File: src/rtl/hazard_fwd_unit.sv
// Hazard and forwarding unit for the 5-stage pipeline: load-use stall/bubble
// control, registered EX operand forwarding selects and a saturating stall counter.
module hazard_fwd_unit #(
    parameter int REG_W = 5,
    parameter int CNT_W = 16
) (
    input  logic             clk,
    input  logic             rst_n,
    input  logic             id_valid,
    input  logic [REG_W-1:0] id_rs,
    input  logic [REG_W-1:0] id_rt,
    input  logic             id_rs_used,
    input  logic             id_rt_used,
    input  logic [REG_W-1:0] id_rd,
    input  logic             id_regwrite,
    input  logic             id_memtoreg,
    input  logic             flush,
    output logic             stall,
    output logic             bubble_e,
    output logic [1:0]       fwd_a,
    output logic [1:0]       fwd_b,
    output logic [CNT_W-1:0] stall_count
);

    localparam logic [1:0]       SEL_REG  = 2'b00;
    localparam logic [1:0]       SEL_WB   = 2'b01;
    localparam logic [1:0]       SEL_MEM  = 2'b10;
    localparam logic [REG_W-1:0] REG_ZERO = '0;
    localparam logic [CNT_W-1:0] CNT_MAX  = '1;
    localparam logic [CNT_W-1:0] CNT_ONE  = CNT_W'(1);

    // Shadow of the destination info held by the EX and MEM stages. The WB
    // stage needs no shadow because the register file is write-through.
    logic             ex_v;
    logic [REG_W-1:0] ex_rd;
    logic             ex_rw;
    logic             ex_ld;
    logic             mem_v;
    logic [REG_W-1:0] mem_rd;
    logic             mem_rw;

    logic             lu;
    logic             accept;
    logic [1:0]       sel_a;
    logic [1:0]       sel_b;

    // The youngest producer wins; a load in EX cannot forward yet, so it
    // falls through to whatever MEM holds.
    function automatic logic [1:0] fwd_select(
        input logic [REG_W-1:0] r,
        input logic             used,
        input logic             e_v,
        input logic [REG_W-1:0] e_rd,
        input logic             e_rw,
        input logic             e_ld,
        input logic             m_v,
        input logic [REG_W-1:0] m_rd,
        input logic             m_rw
    );
        logic ex_hit;
        logic mem_hit;
        logic [1:0] sel;
        ex_hit  = e_v & e_rw & (e_rd == r) & (r != REG_ZERO);
        mem_hit = m_v & m_rw & (m_rd == r) & (r != REG_ZERO);
        sel = SEL_REG;
        if (used) begin
            if (ex_hit & ~e_ld)
                sel = SEL_MEM;
            else if (mem_hit)
                sel = SEL_WB;
        end
        return sel;
    endfunction

    always_comb begin
        lu = id_valid & ex_v & ex_ld & ex_rw & (ex_rd != REG_ZERO) &
             ((id_rs_used & (ex_rd == id_rs)) | (id_rt_used & (ex_rd == id_rt)));
        stall    = lu & ~flush;
        bubble_e = lu | flush;
        accept   = id_valid & ~bubble_e;
        sel_a = fwd_select(id_rs, id_rs_used, ex_v, ex_rd, ex_rw, ex_ld,
                           mem_v, mem_rd, mem_rw);
        sel_b = fwd_select(id_rt, id_rt_used, ex_v, ex_rd, ex_rw, ex_ld,
                           mem_v, mem_rd, mem_rw);
    end

    always_ff @(posedge clk or negedge rst_n) begin
        if (!rst_n) begin
            ex_v  <= 1'b0;
            ex_rd <= REG_ZERO;
            ex_rw <= 1'b0;
            ex_ld <= 1'b0;
        end else if (accept) begin
            ex_v  <= 1'b1;
            ex_rd <= id_rd;
            ex_rw <= id_regwrite;
            ex_ld <= id_memtoreg;
        end else begin
            ex_v  <= 1'b0;
        end
    end

    always_ff @(posedge clk or negedge rst_n) begin
        if (!rst_n) begin
            mem_v  <= 1'b0;
            mem_rd <= REG_ZERO;
            mem_rw <= 1'b0;
        end else begin
            mem_v  <= ex_v;
            mem_rd <= ex_rd;
            mem_rw <= ex_rw;
        end
    end

    // Selects travel with the instruction into EX; a bubble carries 00.
    always_ff @(posedge clk or negedge rst_n) begin
        if (!rst_n) begin
            fwd_a <= SEL_REG;
            fwd_b <= SEL_REG;
        end else if (accept) begin
            fwd_a <= sel_a;
            fwd_b <= sel_b;
        end else begin
            fwd_a <= SEL_REG;
            fwd_b <= SEL_REG;
        end
    end

    always_ff @(posedge clk or negedge rst_n) begin
        if (!rst_n)
            stall_count <= '0;
        else if (stall && (stall_count != CNT_MAX))
            stall_count <= stall_count + CNT_ONE;
    end

endmodule
File: config.mk
export PLATFORM = sky130hd
export DESIGN_NAME = hazard_fwd_unit
export DESIGN_NICKNAME = d
export VERILOG_FILES = /design/src/rtl/hazard_fwd_unit.sv
export SDC_FILE = /design/constraint.sdc
export NUM_CORES = 1
export LEC_CHECK = 0
export ABC_AREA = 1
export BUFFER_PORTS_ARGS = -buffer_cell sky130_fd_sc_hd__buf_2
export CAP_MARGIN = 10
export CORE_MARGIN = 2
export CORE_UTILIZATION = 40
export CTS_BUF_LIST = sky130_fd_sc_hd__clkbuf_8
export CTS_CLUSTER_SIZE = 12
export DETAILED_ROUTE_END_ITERATION = 8
export PLACE_DENSITY = 0.64
export SLEW_MARGIN = 20
export SYNTH_ARGS = -nofsm -noshare
export SYNTH_HDL_FRONTEND = slang
export SYNTH_SLANG_ARGS = --single-unit
File: constraint.sdc
create_clock -name clk -period 1.5 [get_ports clk]
set_clock_uncertainty 0.15 [all_clocks]
set_input_delay 0.15 -clock clk [delete_from_list [all_inputs] [get_ports clk]]
set_output_delay 0.15 -clock clk [all_outputs]
set_load 0.02 [all_outputs]
Word level (Yosys, flattened, before mapping)

Cells that the tools add are included.

Multiplexer cells: 9
Bitwise operators: 26
Reductions and logical operators: 4
Equal/unequal tests: 5
Add/sub/neg operators: 1

Operator list:

| kind                    | count |
|---|---|
| $and A1 B1 Y1           | 21 |
| $eq A5 B5 Y1            | 4 |
| $add A16 B1 Y16 const B | 1 |
| $ne A16 B16 Y1 const B  | 1 |
| $reduce_bool A5 Y1      | 3 |
| $mux W2                 | 6 |
| $mux W1                 | 3 |
| $not A1 Y1              | 3 |
| $or A1 B1 Y1            | 2 |
| $logic_and A1 B1 Y1     | 1 |

Flip-flop bits (word level): 35
Input port bits: 23
Output and inout bits: 22
Logic and storage cells: 55

Longest topological paths before layout

Depth after elaboration: 9
Mapped depth: 11
Gate-level depth less buffers: 10

Least setup slack after synthesis

OpenSTA, ideal clock, no wires.

Kind: flip-flop to flip-flop
Start point: reg stall_count[0]
End point: reg stall_count[10]
Setup slack: -0.392 ns
Setup time: 0.065 ns
Buffers on the path: 1
Clock period less this slack: 1.892 ns
Data required time: 1.285 ns
Arrival: 1.677 ns
Stages on the path, launching flop included: 11
Cells stage by stage: dfrtp_1 ha_1 nand3_2 nor2_4 nand3_2 nor3_4 inv_2 nand4_4 buf_6 nand2_1 nand2_1

Longest elaborated chain between the ends: 2
Elaborated cells on any way between the ends: 3
Classes of those cells: 1 x add/sub; 1 x eq/ne; 1 x reduce/logical

RTL lines:

| what                                                    | RTL line | source |
|---|---|---|
| start: declaration                                      | 22       | `output logic [CNT_W-1:0] stall_count` |
| start signal: assignment                                | 133      | `stall_count <= stall_count + CNT_ONE;` |
| branches (longest 2 deep; another with $add A16 B1 Y16) | --       |  |

Several ways; the timed one is not identified.
A chain may end at the register's enable or synchronous reset.

Final worst setup path

Start point: reg ex_rd[1]
End point: out stall

Longest elaborated chain between the ends: 5
Elaborated cells on any way between the ends: 9
Classes of those cells: 2 x eq/ne; 6 x bitwise; 1 x reduce/logical

RTL lines:

| what                     | RTL line | source |
|---|---|---|
| start: declaration       | 35       | `logic [REG_W-1:0] ex_rd;` |
| start signal: assignment | 95       | `ex_rd <= id_rd;` |
| $eq A5 B5 Y1             | 77       | `((id_rs_used & (ex_rd == id_rs)) \| (id_rt_used & (ex_rd == id_rt)));` |
| $and A1 B1 Y1            | 77       |  |
| $or A1 B1 Y1             | 77       |  |
| $and A1 B1 Y1 *          | 76       | `lu = id_valid & ex_v & ex_ld & ex_rw & (ex_rd != REG_ZERO) &` |
| $and A1 B1 Y1 *          | 78       | `stall = lu & ~flush;` |
| end: declaration         | 18       | `output logic stall,` |

Mark *: on every way between the ends. The rest lies on a longest branch, timed or not.

==> flow_summary.ini <==
[outcome]
result_of_the_run = complete, but fails checks
failed_checks = setup timing

[clock_network]
cts_buffer_depth = 2
cts-buffers-inserted = 5
h-tree-depth = 2
cts.sinks = 35
cts-root-buf = sky130_fd_sc_hd__clkbuf_8
clk_latency_ns = 0.29
tritoncts = done
cts.clk_slew.worst_paths_ns = 0.07

[sta]
final_hold_viol_count = 0
max_freq_mhz = 520
maxSlewHeadroom_pct = 73.1
setup-tns-final_ns = -9.62
whs_ns = 0.114
timing_max_transition_violations_final = 0
tightestPinTransition_ns = 0.404
unrepaired_setup_endpoints_after_global_routing = yes
timing.final.setup_violations = 30
timing.final.ws_setup_ns = -0.423
period_share_pct = 128
period_minus_slack_ns = 1.92

[drt]
finalWirelength_microns = 5420
firstDrtPassIters = 4
drt_drc_violations_left = 0
via_per_inst = 4.61
route.vias.total = 2123
antenna_violating_nets_post_route = 0
avgRoutedWirePerCell_microns = 11.8
drt_iter0_drc = 111

[yosys]
ys_warn_count = 0
synthFlopType = sky130_fd_sc_hd__dfrtp_1
ys_seq_area_share_pct = 43.1
synth_edf_count = 0
combined_area_of_all_synthesized_cells_sq_um = 2030
ys_top_cells_by_count = 102 x sky130_fd_sc_hd__nand2_1, 35 x sky130_fd_sc_hd__dfrtp_1, 24 x sky130_fd_sc_hd__inv_1
synth_top_cell_by_area = sky130_fd_sc_hd__dfrtp_1
mappedNetlistNets = 286
ys_top_cells_by_area = sky130_fd_sc_hd__dfrtp_1 43%, sky130_fd_sc_hd__nand2_1 19%, sky130_fd_sc_hd__xnor2_1 7.7%
syn_area_per_cell_sq_um = 7.77
post-synth-top-count-cell = sky130_fd_sc_hd__nand2_1
synthCells = 262
synth_top_area_share_pct = 43.1
yosysUniqueCellTypes = 22
synth-async-reset-ratio_pct = 100
postSynthRegisterBits = 35

[global_route]
grt_pass1_vias = 1906
globalRouteMet3Util_pct = 3.57
met1_usage_pct = 29.6
grt_pass1_wl_microns = 8720
grt_busiest_layer = met2
antenna_violations_before_repair = 0
globalRouteTotalUtil_pct = 20.3
grt_overflow_total = 0
global_route_track_usage_on_met2_pct = 31.4
grt_max_degree = 19

[placed_design]
detailed_place_hpwl_microns = 4020
gp_congestion = 0.901
placement.setup.worst_slack_ns = -0.310
portBuffers = 44

[run]
maximum_capacitance_violations = 0

[die]
ioPinCount = 45
fp.dieW_microns = 75.3
initial_cell_density_of_the_core_pct = 42.2
rows = 25
dieHeight_microns = 75.3
die_footprint_sq_um = 5670
placeableCoreArea_sq_um = 4820

[finish]
synthToLayoutAreaGrowth_pct = 56.1
antennaDiodeCount = 0
layout_cell_share_with_drive_strength_beyond_1_pct = 39.8
num-nets-final = 417
fillerInstances = 431
finalCoreUtilization_pct = 65.9

[critical_path]
cpPeakStageDelay_ns = 0.45
cp_data_required_time_ns = 1.20
crit_path_cell_trace = xor2_1 > nor2_1 > nand4_1 > nand2_2 > nand3_4 > inv_2 > buf_6
critical_path.startpoint_type = flop
cp_data_arrival_time_ns = 1.62
rrSetupSlack_ns = -0.39
worstSetupPathType = flop to output pin
cp_max_fo = 5
crit_path_end_kind = output pin
critPathSlowestCell = sky130_fd_sc_hd__dfrtp_2

[pwr]
vdd_ir_drop_max_v = 0.000522
power_leakage_uw = 0.00172
totalPowerFinal_uw = 2240
power-per-cell-area_nw_per_um2 = 707

[min_path]
hold_class = primary input to flop
## layer usage
metal	vias up	share of wire [%]
met5	-	0
met2	58	45
met3	11	5.6
met1	960	47
met4	0	1.9
li1	1094	-
## cell usage in the layout (no fill, tap or decap), drive strengths merged
master and n:
nor2 17, xnor2 18, nand4 19, buf 118, dlygate4sd3 10, inv 28, clkbuf 7, dfrtp 35
nor3 12, nand3 14, xor2 9, o21ai 1, ha 1, nand2 104, clkinvlp 1
## worst max-delay path: cells and delay by family (launching register included)
| family | cells | cell delay, ns |
|---|---|---|
| xor gates and xnor gates | 1 | 0.18 |
| buffers and inverters | 2 | 0.19 |
| DFF | 1 | 0.45 |
| and+or+nand+nor | 4 | 0.50 |
## flip-flops by register name (all words and copies together) (netlist names)
register,count
fwd_b,2
fwd_a,2
ex_ld,1
ex_rw,1
ex_v,1
mem_v,1
stall_count,16
mem_rw,1
ex_rd,5
mem_rd,5
## stage by stage
stage / cells / cell area, sq um
floorplan: 262 / 2070
global placement: 430 / 2790
detailed placement: 430 / 2790
CTS: 458 / 3110
global route: 461 / 3180
finish: 461 / 3180
## worst paths after layout
check | to | cells past startpoint | from
min reg2reg | mem_v | 0 | ex_v
min | fwd_b[0] | 5 | id_rt_used
max in group asynchronous | stall_count[1] | 3 | rst_n
max reg2reg | stall_count[0] | 9 | ex_rd[1]
min in group asynchronous | ex_rd[2] | 2 | rst_n
max | stall | 7 | ex_rd[1]
## logic make-up (layout without fill, tap and decap cells)
logic type	after synthesis	count (layout)	share of synthesized area, %
adders and majority gates	1	1	0.615
and+or+nand+nor	165	166	37.4
DFF	35	35	43.1
AOI/OAI and AO/OA	1	1	0.246
buffers and inverters	33	164	7.07
xor gates and xnor gates	27	27	11.6
## repair_timing
item,in CTS,in global routing
pin swaps,8,9
hold endpoints to repair,45,0
gates cloned,0,1
setup endpoints to repair,30,30
gates resized for setup,11,11
buffers inserted,10,4
hold buffers,10,0
## power by group
part	leakage, uW	switching, uW	internal [uW]
registers	0.000460	49.6	992
logic	0.00121	197	234
clock network	0.0000505	353	418
## layout make-up
cell class	instances	area [sq um]	share of cell area [%]
clock buffers	7	96.3	3.03
clock inverters	1	7.51	0.236
inverters	28	105	3.31
multi-input cells	195	1100	34.6
flip-flops and latches	35	881	27.7
well taps	67	83.8	2.64
repair buffers	128	903	28.4
No activity file was read; power rests on OpenSTA's default activity.
